$ cat src/rtl/pwm_pkg.sv
// pwm_pkg: shared mode type, reset defaults and duty-bus helper for pwm_multi_gen
package pwm_pkg;

  typedef enum logic {EDGE = 1'b0, CENTER = 1'b1} pwm_mode_e;

  localparam logic [12:0] PRESC_RST_DEF  = 13'h9C4;
  localparam logic [11:0] PERIOD_RST_DEF = 12'd99;
  localparam int          DUTY_BUS_MAX   = 1024;

`ifdef PWM_CENTER_ALIGNED_EN
  localparam pwm_mode_e PWM_MODE = CENTER;
`else
  localparam pwm_mode_e PWM_MODE = EDGE;
`endif

  // Extract field idx of width w from a flat duty bus (zero-extended to DUTY_BUS_MAX).
  function automatic logic [31:0] duty_slice(input logic [DUTY_BUS_MAX-1:0] bus, input int idx, input int w);
    logic [DUTY_BUS_MAX-1:0] s;
    s = bus >> (idx * w);
    return s[31:0] & ((32'd1 << w) - 32'd1);
  endfunction

endpackage

$ cat src/rtl/pwm_prescaler.sv
// pwm_prescaler: divides clkin by max(presc_i,1) and emits a one-cycle tick at the last count
module pwm_prescaler
  import pwm_pkg::*;
#(
  parameter int PRESC_W = 13
) (
  input  logic               clkin,
  input  logic               rst_n,
  input  logic               en_i,
  input  logic [PRESC_W-1:0] presc_i,
  output logic               tick_o
);

  logic [PRESC_W-1:0] cnt_q, cnt_d, eff;

  // A zero divide value is treated as one; the >= keeps the count bounded if the divider shrinks.
  always_comb begin
    eff    = (presc_i == '0) ? PRESC_W'(1) : presc_i;
    tick_o = en_i & (cnt_q >= eff - 1'b1);
    cnt_d  = (~en_i | tick_o) ? '0 : cnt_q + 1'b1;
  end

  // Prescaler count register.
  always_ff @(posedge clkin or negedge rst_n) begin
    if (!rst_n) cnt_q <= '0;
    else        cnt_q <= cnt_d;
  end

endmodule

$ cat src/rtl/pwm_multi_gen.sv
// pwm_multi_gen: multi-channel PWM with prescaler, shared period counter and shadowed config; PWM_CENTER_ALIGNED_EN selects up/down counting
module pwm_multi_gen
  import pwm_pkg::*;
#(
  parameter int                 CH         = 4,
  parameter int                 CNT_W      = 12,
  parameter int                 PRESC_W    = 13,
  parameter logic [PRESC_W-1:0] PRESC_RST  = PRESC_W'(PRESC_RST_DEF),
  parameter logic [CNT_W-1:0]   PERIOD_RST = CNT_W'(PERIOD_RST_DEF)
) (
  input  logic                clkin,
  input  logic                rst_n,
  input  logic                enable,
  input  logic                load,
  input  logic [PRESC_W-1:0]  presc_top,
  input  logic [CNT_W-1:0]    period,
  input  logic [CH*CNT_W-1:0] duty,
  output logic [CH-1:0]       pwm_out,
  output logic                period_tick,
  output logic                pending
);

  logic [PRESC_W-1:0]          presc_q, presc_d, p_presc_q, p_presc_d;
  logic [CNT_W-1:0]            period_q, period_d, p_period_q, p_period_d;
  logic [CNT_W-1:0]            cnt_q, cnt_d;
  logic [CH-1:0][CNT_W-1:0]    duty_in, duty_q, duty_d, p_duty_q, p_duty_d;
  logic [CH-1:0]               pwm_q, pwm_d;
  logic                        pending_q, pending_d, period_tick_q;
  logic                        tick, wrap, apply;
`ifdef PWM_CENTER_ALIGNED_EN
  logic                        dir_q, dir_d, turn;
`endif

  pwm_prescaler #(.PRESC_W(PRESC_W)) u_presc (
    .clkin  (clkin),
    .rst_n  (rst_n),
    .en_i   (enable),
    .presc_i(presc_q),
    .tick_o (tick)
  );

  for (genvar i = 0; i < CH; i++) begin : g_ch
    assign duty_in[i] = CNT_W'(duty_slice(DUTY_BUS_MAX'(duty), i, CNT_W));
    assign pwm_d[i]   = enable & (cnt_q < duty_q[i]);
  end

`ifdef PWM_CENTER_ALIGNED_EN
  // Up/down count dwelling one tick at each end so pulses stay symmetric; wrap only at the bottom.
  always_comb begin
    wrap  = tick & ((period_q == '0) | (dir_q & (cnt_q == '0)));
    turn  = tick & ~dir_q & (period_q != '0) & (cnt_q >= period_q - 1'b1);
    dir_d = (~enable | wrap) ? 1'b0 : turn ? 1'b1 : dir_q;
    cnt_d = (~enable | wrap) ? '0 : (~tick | turn) ? cnt_q : dir_q ? cnt_q - 1'b1 : cnt_q + 1'b1;
  end

  // Count direction register.
  always_ff @(posedge clkin or negedge rst_n) begin
    if (!rst_n) dir_q <= 1'b0;
    else        dir_q <= dir_d;
  end
`else
  // Edge-aligned count 0..period inclusive, advancing on prescaler ticks.
  always_comb begin
    wrap  = tick & (cnt_q >= period_q);
    cnt_d = (~enable | wrap) ? '0 : tick ? cnt_q + 1'b1 : cnt_q;
  end
`endif

  // Shadow update: apply at wrap or while idle; a coincident load bypasses the pending stage.
  always_comb begin
    apply      = wrap | ~enable;
    presc_d    = !apply ? presc_q  : load ? presc_top : pending_q ? p_presc_q  : presc_q;
    period_d   = !apply ? period_q : load ? period    : pending_q ? p_period_q : period_q;
    duty_d     = !apply ? duty_q   : load ? duty_in   : pending_q ? p_duty_q   : duty_q;
    p_presc_d  = (load & ~apply) ? presc_top : p_presc_q;
    p_period_d = (load & ~apply) ? period    : p_period_q;
    p_duty_d   = (load & ~apply) ? duty_in   : p_duty_q;
    pending_d  = ~apply & (load | pending_q);
  end

  // Configuration, counter and registered outputs.
  always_ff @(posedge clkin or negedge rst_n) begin
    if (!rst_n) begin
      presc_q       <= PRESC_RST;
      period_q      <= PERIOD_RST;
      duty_q        <= '0;
      p_presc_q     <= '0;
      p_period_q    <= '0;
      p_duty_q      <= '0;
      pending_q     <= 1'b0;
      cnt_q         <= '0;
      pwm_q         <= '0;
      period_tick_q <= 1'b0;
    end else begin
      presc_q       <= presc_d;
      period_q      <= period_d;
      duty_q        <= duty_d;
      p_presc_q     <= p_presc_d;
      p_period_q    <= p_period_d;
      p_duty_q      <= p_duty_d;
      pending_q     <= pending_d;
      cnt_q         <= cnt_d;
      pwm_q         <= pwm_d;
      period_tick_q <= wrap;
    end
  end

  assign pwm_out     = pwm_q;
  assign period_tick = period_tick_q;
  assign pending     = pending_q;

endmodule

$ cat config.mk
export PLATFORM = sky130hd
export DESIGN_NAME = pwm_multi_gen
export DESIGN_NICKNAME = d
export VERILOG_FILES = /design/src/rtl/pwm_pkg.sv /design/src/rtl/pwm_prescaler.sv /design/src/rtl/pwm_multi_gen.sv
export SDC_FILE = /design/constraint.sdc
export NUM_CORES = 1
export LEC_CHECK = 0
export CORE_MARGIN = 5
export CORE_UTILIZATION = 59
export CTS_CLUSTER_SIZE = 24
export DETAILED_ROUTE_END_ITERATION = 16
export GPL_TIMING_DRIVEN = 0
export PLACE_DENSITY = 0.85
export RECOVER_POWER = 50
export SLEW_MARGIN = 30
export SYNTH_ARGS = -nofsm -noshare
export SYNTH_HDL_FRONTEND = slang
export SYNTH_SLANG_ARGS = --single-unit
$ cat constraint.sdc
create_clock -name clkin -period 5.1 [get_ports clkin]
set_clock_uncertainty 0.05 [all_clocks]
set_input_delay 1.53 -clock clkin [delete_from_list [all_inputs] [get_ports clkin]]
set_output_delay 1.53 -clock clkin [all_outputs]
set_load 0.01 [all_outputs]
==> flow_summary.toml, run 1 <==
[worst_setup_path]
reg2reg_depth = 17
rrSetupSlack_ns = 0.63
critPathRequiredTime_ns = 5.35
worst-setup-path-type = "register to register"
arrival_ns = 4.72
rr_startpoint = "presc_q[1]"
end_kind = "register"
cp_max_fo = 10
worst_setup_path_start_kind = "register"
timing.rr.end = "duty_q[36]"

[hold_path]
hp-start = "p_period_q[10]"
hold_depth = 1
hold_class = "register to register"
min_to = "p_period_q[10]"

[global_route]
gr-total-overflow = 0
antenna_found_initial = 0
grt_usage_pct = 24.3
grt_pass1_wl_mm = 37.9
first_global_vias = 7564
grt_max_degree = 64

[outcome]
status = "complete, but fails checks"
violations = "max-capacitance violations, max-slew violations"

[clock_tree]
cts.clk_slew.worst_paths_ns = 0.07
clk_latency_ns = 0.44
numCtsBuffers = 17
cts_max_path_buffers = 2
postCtsResizedCells = 0
htree_levels = 4
numClockSinks = 177
clock-root-buffer = "clkbuf_16"
cts_hold_buf = 0
post_cts_buffers = 0
cts_tree = "done"

[power]
p_per_area_nw_per_um2 = 348
vdd_drop_max_mv = 0.269
p_leak_nw = 5.84

[die]
pin_count = 83
core_area_um2 = 16500
fp-row-count = 47
initial_utilization_pct = 59.8
dieArea_um2 = 19400
die_w_um = 139
die_h_um = 139

[route]
ant_nets = 0
first_pass_iters = 5
wl_per_cell_um = 19.1
drc = 0
drtIter0Drc = 517
drt-vias-per-instance = 5.91
vias = 7169
finalWirelength_mm = 23.1

[timing]
setup_tns_ns = 0
tightest_slew_ns = 3.36
setup_viol_count_final = 0
rsz0062_at_grt = "no"
period_share_pct = 87.7
fmax_mhz = 224
maxSlewViolCount = 56
hold_ws_ns = 0.458
hold_viol = 0
final.min_clock_period_ns = 4.47
slew_headroom_pct = -124

[synthesis]
ys_seq_elements = 177
synthFlopType = "dfrtp_1"
yosys.area_share.simple_pct = 6.43
synth_common_cells = "dfrtp_1 (168), a21oi_1 (163), mux2i_1 (74), ha_1 (72), mux2_4 (70)"
syn-instance-count = 878
synth_largest_area_cell = "dfrtp_1"
synth_top_family_by_area = "multiplexers"
synthMuxAreaShare_pct = 18.5
yosysMostFrequentCell = "dfrtp_1"
synth_edf_count = 0
synth_fp_nets = 1027
yosysTopAreaCellShare_pct = 42.6
syn_area_per_cell_um2 = 11.3
synth_xor_area_share_pct = 1.68
yosys_warnings = 0
async_reset_ff_share_pct = 100
synth-compound-area-share_pct = 13.7
yosys-top-cells-area = "dfrtp_1 (43%), mux2_4 (11%), ha_1 (9.1%)"
mappedNetlistArea_um2 = 9880
ys_seq_area_share_pct = 45.0
ys_types = 51
synth_fa_ha_area_share_pct = 9.12

[layout]
post-route-util_pct = 70.7
areaGrowthSynthToFinish_pct = 18.3
antenna_cells = 0
nets = 1129
stdcell_count = 1213
drive_gt1_share_pct = 15.3
nFillCells = 1171

[placed_design]
place_congestion = 0.878
hpwl_mm = 16.0
place_inst = 1181
port_buffers = 81

[job]
max_cap_viol_count = 1
-- layout by cell type (no fill, tap or decap), types with 5 or more instances in the layout --
cell	Yosys	routed
buf_12	7	7
nand2b_1	7	7
clkbuf_16	0	17
nand4_1	5	5
nand2_1	22	22
nor2b_1	6	6
xnor2_1	9	9
and3_1	17	17
o21ai_0	18	18
bufinv_16	0	6
a21o_1	12	12
a21oi_1	163	163
a31oi_1	10	10
dfrtp_1	168	168
inv_1	62	62
buf_2	12	12
clkbuf_1	19	21
nor2_1	32	32
xor2_1	10	10
mux2i_1	74	74
buf_4	6	6
mux2_4	70	70
a211o_1	8	8
clkdlybuf4s50_1	0	79
dfstp_2	9	9
nand3_1	17	17
ha_1	72	72
o31ai_1	6	6
-- per-stage QoR --
step | worst slack [ns] | cell area (um2) | power [W]
final | 0.627 | 11700 | 0.00407
after floorplan | 1.37 | 9880 | 0.00229
after global placement | -4.77 | 11000 | 0.00252
after global routing | 0.205 | 11700 | 0.00425
after CTS | 0.650 | 11700 | 0.00408
after detailed placement | 0.743 | 11000 | 0.00257
-- report_power, final --
group	total, W	internal [W]	leakage, nW	switching [W]
combinational	0.000790	0.000405	3.45	0.000385
sequential	0.00178	0.00162	2.07	0.000151
clock	0.00150	0.000934	0.320	0.000570
total	0.00407	0.00296	5.84	0.00111
-- metal layers --
| metal | global-route usage (%) | wire (um) | up-vias |
|---|---|---|---|
| met5 | 0 | 0 | - |
| met1 | 31.5 | 9870 | 3534 |
| li1 | - | - | 3341 |
| met2 | 39.9 | 11300 | 227 |
| met4 | 11.8 | 844 | 0 |
| met3 | 3.98 | 1140 | 67 |
-- state kept, by name (all words and copies together), names as in the netlist --
| register | count |
|---|---|
| duty_q | 48 |
| presc_q | 13 |
| period_tick | 1 |
| u_presc.cnt_q | 13 |
| period_q | 12 |
| cnt_q | 12 |
| p_period_q | 12 |
| p_presc_q | 13 |
| pwm_out | 4 |
| pending | 1 |
| p_duty_q | 48 |
-- kinds of logic after synthesis --
family / count (synthesis)
buffers and inverters: 107
xor gates and xnor gates: 19
muxes: 147
adders and majority gates: 72
AOI/OAI and AO/OA: 233
DFF: 177
and+or+nand+nor: 123
-- critical path, cell delays in order, from the launching register on --
cell	delay [ns]
dfrtp_1	0.41
nor4_1	0.59
nand2_1	0.24
nor2b_1	0.26
nor2_1	0.09
ha_1	0.22
and3_1	0.20
nand3_1	0.12
xor2_1	0.08
ha_1	0.31
nand2_1	0.11
a2111oi_4	0.36
a21oi_1	0.13
a32oi_1	0.27
and2_1	0.17
buf_2	0.27
buf_2	0.31
a21oi_1	0.13
-- worst max-delay path by stage --
stage / start / to / cells past startpoint
floorplan: presc_q[1] / p_duty_q[0] / 16
global route: rst_n / p_duty_q[6] / 1
global placement: rst_n / p_duty_q[36] / 1
CTS: presc_q[1] / duty_q[36] / 17
finish: presc_q[1] / duty_q[36] / 17
detailed placement: presc_q[1] / duty_q[24] / 17
-- cell type report --
class	count	area [um2]	area share, %
inverters	62	233	1.99
clock inverters	13	234	2.00
multi-input cells	594	4880	41.8
repair buffers	83	860	7.35
well taps	220	275	2.35
clock buffers	19	443	3.79
flip-flops and latches	177	4440	38.0
plain buffers	45	320	2.74
Note: power is estimated with default switching activity, not from simulation.
==> run 2, diff against run 1 <==
--- a/config.mk
+++ b/config.mk
@@ -6,11 +6,10 @@
 export NUM_CORES = 1
 export LEC_CHECK = 0
 export CORE_MARGIN = 5
-export CORE_UTILIZATION = 59
-export CTS_CLUSTER_SIZE = 24
+export CORE_UTILIZATION = 53
 export DETAILED_ROUTE_END_ITERATION = 16
 export GPL_TIMING_DRIVEN = 0
-export PLACE_DENSITY = 0.85
+export PLACE_DENSITY = 0.81
 export RECOVER_POWER = 50
 export SLEW_MARGIN = 30
 export SYNTH_ARGS = -nofsm -noshare
==> constraint.sdc (replaced) <==
create_clock -name clkin -period 4.1 [get_ports clkin]
set_clock_uncertainty 0.05 [all_clocks]
set_input_delay 1.23 -clock clkin [delete_from_list [all_inputs] [get_ports clkin]]
set_output_delay 1.23 -clock clkin [all_outputs]
set_load 0.01 [all_outputs]
==> flow_summary.toml, run 2 (same netlist as run 1, synthesis figures left out) <==
[timing]
hold_ws_ns = 0.452
hold_viol = 0
slew_headroom_pct = -33.0
final.min_clock_period_ns = 3.93
maxSlewViolCount = 79
setup_viol_count_final = 0
fmax_mhz = 254
tightest_slew_ns = 2.00
period_share_pct = 96.0

[worst_setup_path]
rr_startpoint = "presc_q[1]"
worst-setup-path-type = "register to register"
arrival_ns = 4.20
cp-startpoint = "presc_q[1]"
reg2reg_depth = 17
crit_path_end = "p_duty_q[2]"
crit_family = "simple AND/OR/NAND/NOR gates"
critical-path-max-stage-delay_ns = 0.45
worstPathCellList = "nor4_4 -> nand2_1 -> nor2b_2 -> nor2_2 -> ha_2 -> and3_2 -> nand3_1 -> xor2_1 -> ha_1 -> nand2_1 -> a2111oi_4 -> nand2_1 -> a22o_4 -> nand3_4 -> buf_12 -> buf_12 -> mux2_4"
rrSetupSlack_ns = 0.17
worst_setup_path_start_kind = "register"
end_kind = "register"
path_buf_inv = 2
path_depth = 17
cp_max_fo = 10
critPathRequiredTime_ns = 4.37
slowest_stage = "dfrtp_1"
timing.rr.end = "p_duty_q[2]"
cp_common_cell = "nand2_1"

[die]
core_area_um2 = 18500
die_h_um = 147
die_w_um = 147
fp-row-count = 50
dieArea_um2 = 21500
pin_count = 83
initial_utilization_pct = 53.3

[layout]
stdcell_count = 1229
areaGrowthSynthToFinish_pct = 18.5
reg_top3 = "duty_q (48), p_duty_q (48)"
antenna_cells = 0
layout_common_cells = "dfrtp_1 (168), a21oi_1 (162), clkdlybuf4s50_1 (80)"
nets = 1133
layout_commonest_cell = "dfrtp_1"
ff_latch_area_um2 = 4440
drive_gt1_share_pct = 16.7
multi_input_area_um2 = 4920
nFillCells = 1426

[clock_tree]
htree_levels = 4
cts.clk_slew.worst_paths_ns = 0.07
cts_tree = "done"
clk_latency_ns = 0.43
numCtsBuffers = 17
clock-root-buffer = "clkbuf_16"
cts_max_path_buffers = 2
cts_hold_buf = 0
numClockSinks = 177

[route]
finalWirelength_mm = 22.7
drc = 0
first_pass_iters = 5
ant_nets = 0
drt-vias-per-instance = 5.74
wl_per_cell_um = 18.5
drtIter0Drc = 572
vias = 7055

[power]
power_frac_clock_pct = 32.9
p_int_w = 0.00338
comb_power_share_pct = 20.5
seqPwrFrac_pct = 46.6
p_sw_w = 0.00137
power_w = 0.00475
p_per_area_nw_per_um2 = 406
p_leak_nw = 5.82
vdd_drop_max_mv = 0.311
p_sw_share_pct = 28.8

[hold_path]
hp-start = "p_presc_q[12]"
hold_class = "register to register"

[global_route]
first_global_vias = 7441
grt_max_degree = 85
grt_pass1_wl_mm = 37.5
grt_usage_pct = 21.6
antenna_found_initial = 1
gr-total-overflow = 0

[outcome]
violations = "max-capacitance violations, max-slew violations"
status = "complete, but fails checks"

[placed_design]
hpwl_mm = 15.5
place_congestion = 0.863
place_inst = 1195
port_buffers = 81

[job]
max_cap_viol_count = 1
## run 2: power groups by stage
stage          Sequential (W)  Clock (W)  Combinational (W)
2_1_floorplan         0.00217          0           0.000672
3_3_place_gp          0.00222          0           0.000909
3_5_place_dp          0.00223          0           0.000954
4_1_cts               0.00221    0.00158           0.000973
5_1_grt               0.00225    0.00166            0.00109
6_report              0.00222    0.00156           0.000973
## run 2: per-stage QoR
stage          util [%]  cell area (um2)  setup slack (ns)  TNS (ns)
2_1_floorplan         -             9880             0.370         0
3_3_place_gp       59.3            11000             -5.56   -978.05
3_5_place_dp       59.6            11000            -0.237    -28.29
4_1_cts            63.0            11700            0.0115         0
5_1_grt            63.2            11700           -0.0258    -0.387
6_report           63.2            11700             0.165         0
## run 2: metal layers
| layer | wire, um | track usage [%] | vias to the layer above |
|---|---|---|---|
| met2 | 11300 | 36.8 | 185 |
| met5 | 7 | 0 | - |
| li1 | - | - | 3344 |
| met3 | 1220 | 4.72 | 33 |
| met1 | 9780 | 28.0 | 3491 |
| met4 | 385 | 6.11 | 2 |
## run 2: what timing repair did
action                                  4_1_cts  5_1_grt
gates cloned                                  0        0
resized for setup                             4       36
endpoints found under the setup margin      164      163
pin swaps                                     0        1
setup buffers                                 3        1
## run 2: how the worst min path moves through the flow
| stage | end | slack, ns | cells past startpoint |
|---|---|---|---|
| 2_1_floorplan | u_presc.cnt_q[0] | 0.42 | 1 |
| 3_3_place_gp | p_presc_q[12] | 0.44 | 1 |
| 3_5_place_dp | p_duty_q[36] | 0.44 | 1 |
| 4_1_cts | p_presc_q[12] | 0.46 | 1 |
| 5_1_grt | p_duty_q[13] | 0.47 | 1 |
| 6_report | p_presc_q[12] | 0.45 | 1 |
## run 2: final cells by class
cell class,count,share of cell area (%)
clock inverter,12,0.941
buffer,45,3.20
inverter,62,1.99
clock buffer,18,3.75
tap,234,2.50
multi-input combinational,594,42.1
sequential,177,37.9
timing repair buffer,87,7.62
==> run 3, diff against run 2 <==
--- a/config.mk
+++ b/config.mk
@@ -5,6 +5,7 @@
 export SDC_FILE = /design/constraint.sdc
 export NUM_CORES = 1
 export LEC_CHECK = 0
+export CORE_ASPECT_RATIO = 1.25
 export CORE_MARGIN = 5
 export CORE_UTILIZATION = 53
 export DETAILED_ROUTE_END_ITERATION = 16
==> flow_summary.toml, run 3 (same netlist as run 1, synthesis figures left out) <==
[layout]
layout_common_cells = "dfrtp_1 (168), a21oi_1 (162), clkdlybuf4s50_1 (80)"
antenna_cells = 0
stdcell_count = 1225
nets = 1133
drive_gt1_share_pct = 16.9
areaGrowthSynthToFinish_pct = 18.6
reg_top3 = "duty_q (48), p_duty_q (48)"
layout_commonest_cell = "dfrtp_1"

[route]
ant_nets = 0
drc = 0
vias = 7175
wl_per_cell_um = 18.6
finalWirelength_mm = 22.8
first_pass_iters = 5
drtIter0Drc = 456
drt-vias-per-instance = 5.86

[die]
dieArea_um2 = 21500
pin_count = 83
initial_utilization_pct = 54.2
fp-row-count = 55
die_w_um = 132
core_area_um2 = 18200
die_h_um = 163

[clock_tree]
cts_hold_buf = 0
clock-root-buffer = "clkbuf_16"
numCtsBuffers = 17
numClockSinks = 177
cts_tree = "done"
cts_max_path_buffers = 2
cts.clk_slew.worst_paths_ns = 0.07
htree_levels = 4
clk_latency_ns = 0.43

[worst_setup_path]
rrSetupSlack_ns = 0.18
cp_common_cell = "buf_12"
worst-setup-path-type = "register to register"
crit_family = "simple AND/OR/NAND/NOR gates"
path_buf_inv = 2
critPathRequiredTime_ns = 4.36
timing.rr.end = "p_duty_q[31]"
slowest_stage = "dfrtp_1"
end_kind = "register"
worst_setup_path_start_kind = "register"
worstPathCellList = "nor4_4 -> nand2_2 -> nor2b_2 -> nor2_2 -> ha_2 -> and3_2 -> xnor2_1 -> ha_1 -> nand4_1 -> a2111oi_4 -> nand2_1 -> a22o_4 -> nand3_4 -> buf_12 -> buf_12 -> mux2_4"
rr_startpoint = "presc_q[0]"
critical-path-max-stage-delay_ns = 0.46
cp-startpoint = "presc_q[0]"
crit_path_end = "p_duty_q[31]"
path_depth = 16
reg2reg_depth = 16
cp_max_fo = 10
arrival_ns = 4.17

[power]
p_leak_nw = 5.83
power_w = 0.00482
p_per_area_nw_per_um2 = 412
vdd_drop_max_mv = 0.310

[timing]
final.min_clock_period_ns = 3.92
fmax_mhz = 255
hold_ws_ns = 0.458
hold_viol = 0
tightest_slew_ns = 1.84
maxSlewViolCount = 83
period_share_pct = 95.5
slew_headroom_pct = -22.6
setup_viol_count_final = 0

[global_route]
antenna_found_initial = 0
grt_max_degree = 84
gr-total-overflow = 0
grt_pass1_wl_mm = 38.1
grt_usage_pct = 21.8
first_global_vias = 7610

[placed_design]
hpwl_mm = 15.8
port_buffers = 81
place_congestion = 0.841
place_inst = 1189

[job]
max_cap_viol_count = 1

[outcome]
status = "complete, but fails checks"
violations = "max-capacitance violations, max-slew violations"

[hold_path]
hold_class = "register to register"
-- run 3: cell types whose count changed in the layout (fill, tap and decap cells not counted), sizes merged --
cell / previous run / this run
inv: 66 / 63
bufinv: 1 / 2
clkbuf: 40 / 41
buf: 30 / 32
clkinv: 3 / 4
-- run 3: layout make-up --
type | count | area (um2)
tap | 228 | 285
clock buffer | 21 | 460
sequential | 177 | 4440
multi-input combinational | 594 | 4940
inverter | 62 | 233
fill | 1359 | 6520
buffer | 45 | 347
clock inverter | 11 | 130
timing repair buffer | 87 | 885
-- run 3: how the worst min path moves through the flow --
stage | startpoint | endpoint | slack, ns | cells after the start
2_1_floorplan | u_presc.cnt_q[0] | u_presc.cnt_q[0] | 0.42 | 1
3_3_place_gp | p_presc_q[12] | p_presc_q[12] | 0.44 | 1
3_5_place_dp | p_presc_q[2] | p_presc_q[2] | 0.44 | 1
4_1_cts | p_duty_q[32] | p_duty_q[32] | 0.46 | 1
5_1_grt | p_duty_q[32] | p_duty_q[32] | 0.46 | 1
6_report | p_duty_q[32] | p_duty_q[32] | 0.46 | 1
-- run 3: through the flow --
step	util, %	TNS [ns]	instance area (um2)	setup WS [ns]
3_5_place_dp	60.5	-41.61	11000	-0.313
3_3_place_gp	60.2	-987.87	11000	-5.54
4_1_cts	64.2	0	11700	0.000850
5_1_grt	64.2	-0.0388	11700	-0.00953
2_1_floorplan	-	0	9880	0.370
6_report	64.2	0	11700	0.183
-- run 3: per-layer routing --
layer  vias up  global-route usage, %  part of all wire [%]
li1       3341                      -                     -
met1      3612                   27.5                    43
met4         0                   7.72                   2.2
met5         -                      0                     0
met2       178                   37.5                    51
met3        44                   4.23                   3.9
-- run 3: timing repair --
item                                   in CTS  in global routing
setup buffers                               3                  1
endpoints found under the hold margin       0                  0
setup endpoints to repair                 167                167
pin swaps                                   0                  3
gates resized for setup                    11                 17
-- run 3: report_power, final --
part | internal [W] | total [W] | switching [W] | leakage (nW)
Clock | 0.000934 | 0.00163 | 0.000700 | 0.276
Sequential | 0.00202 | 0.00222 | 0.000195 | 2.07
Combinational | 0.000511 | 0.000974 | 0.000462 | 3.48
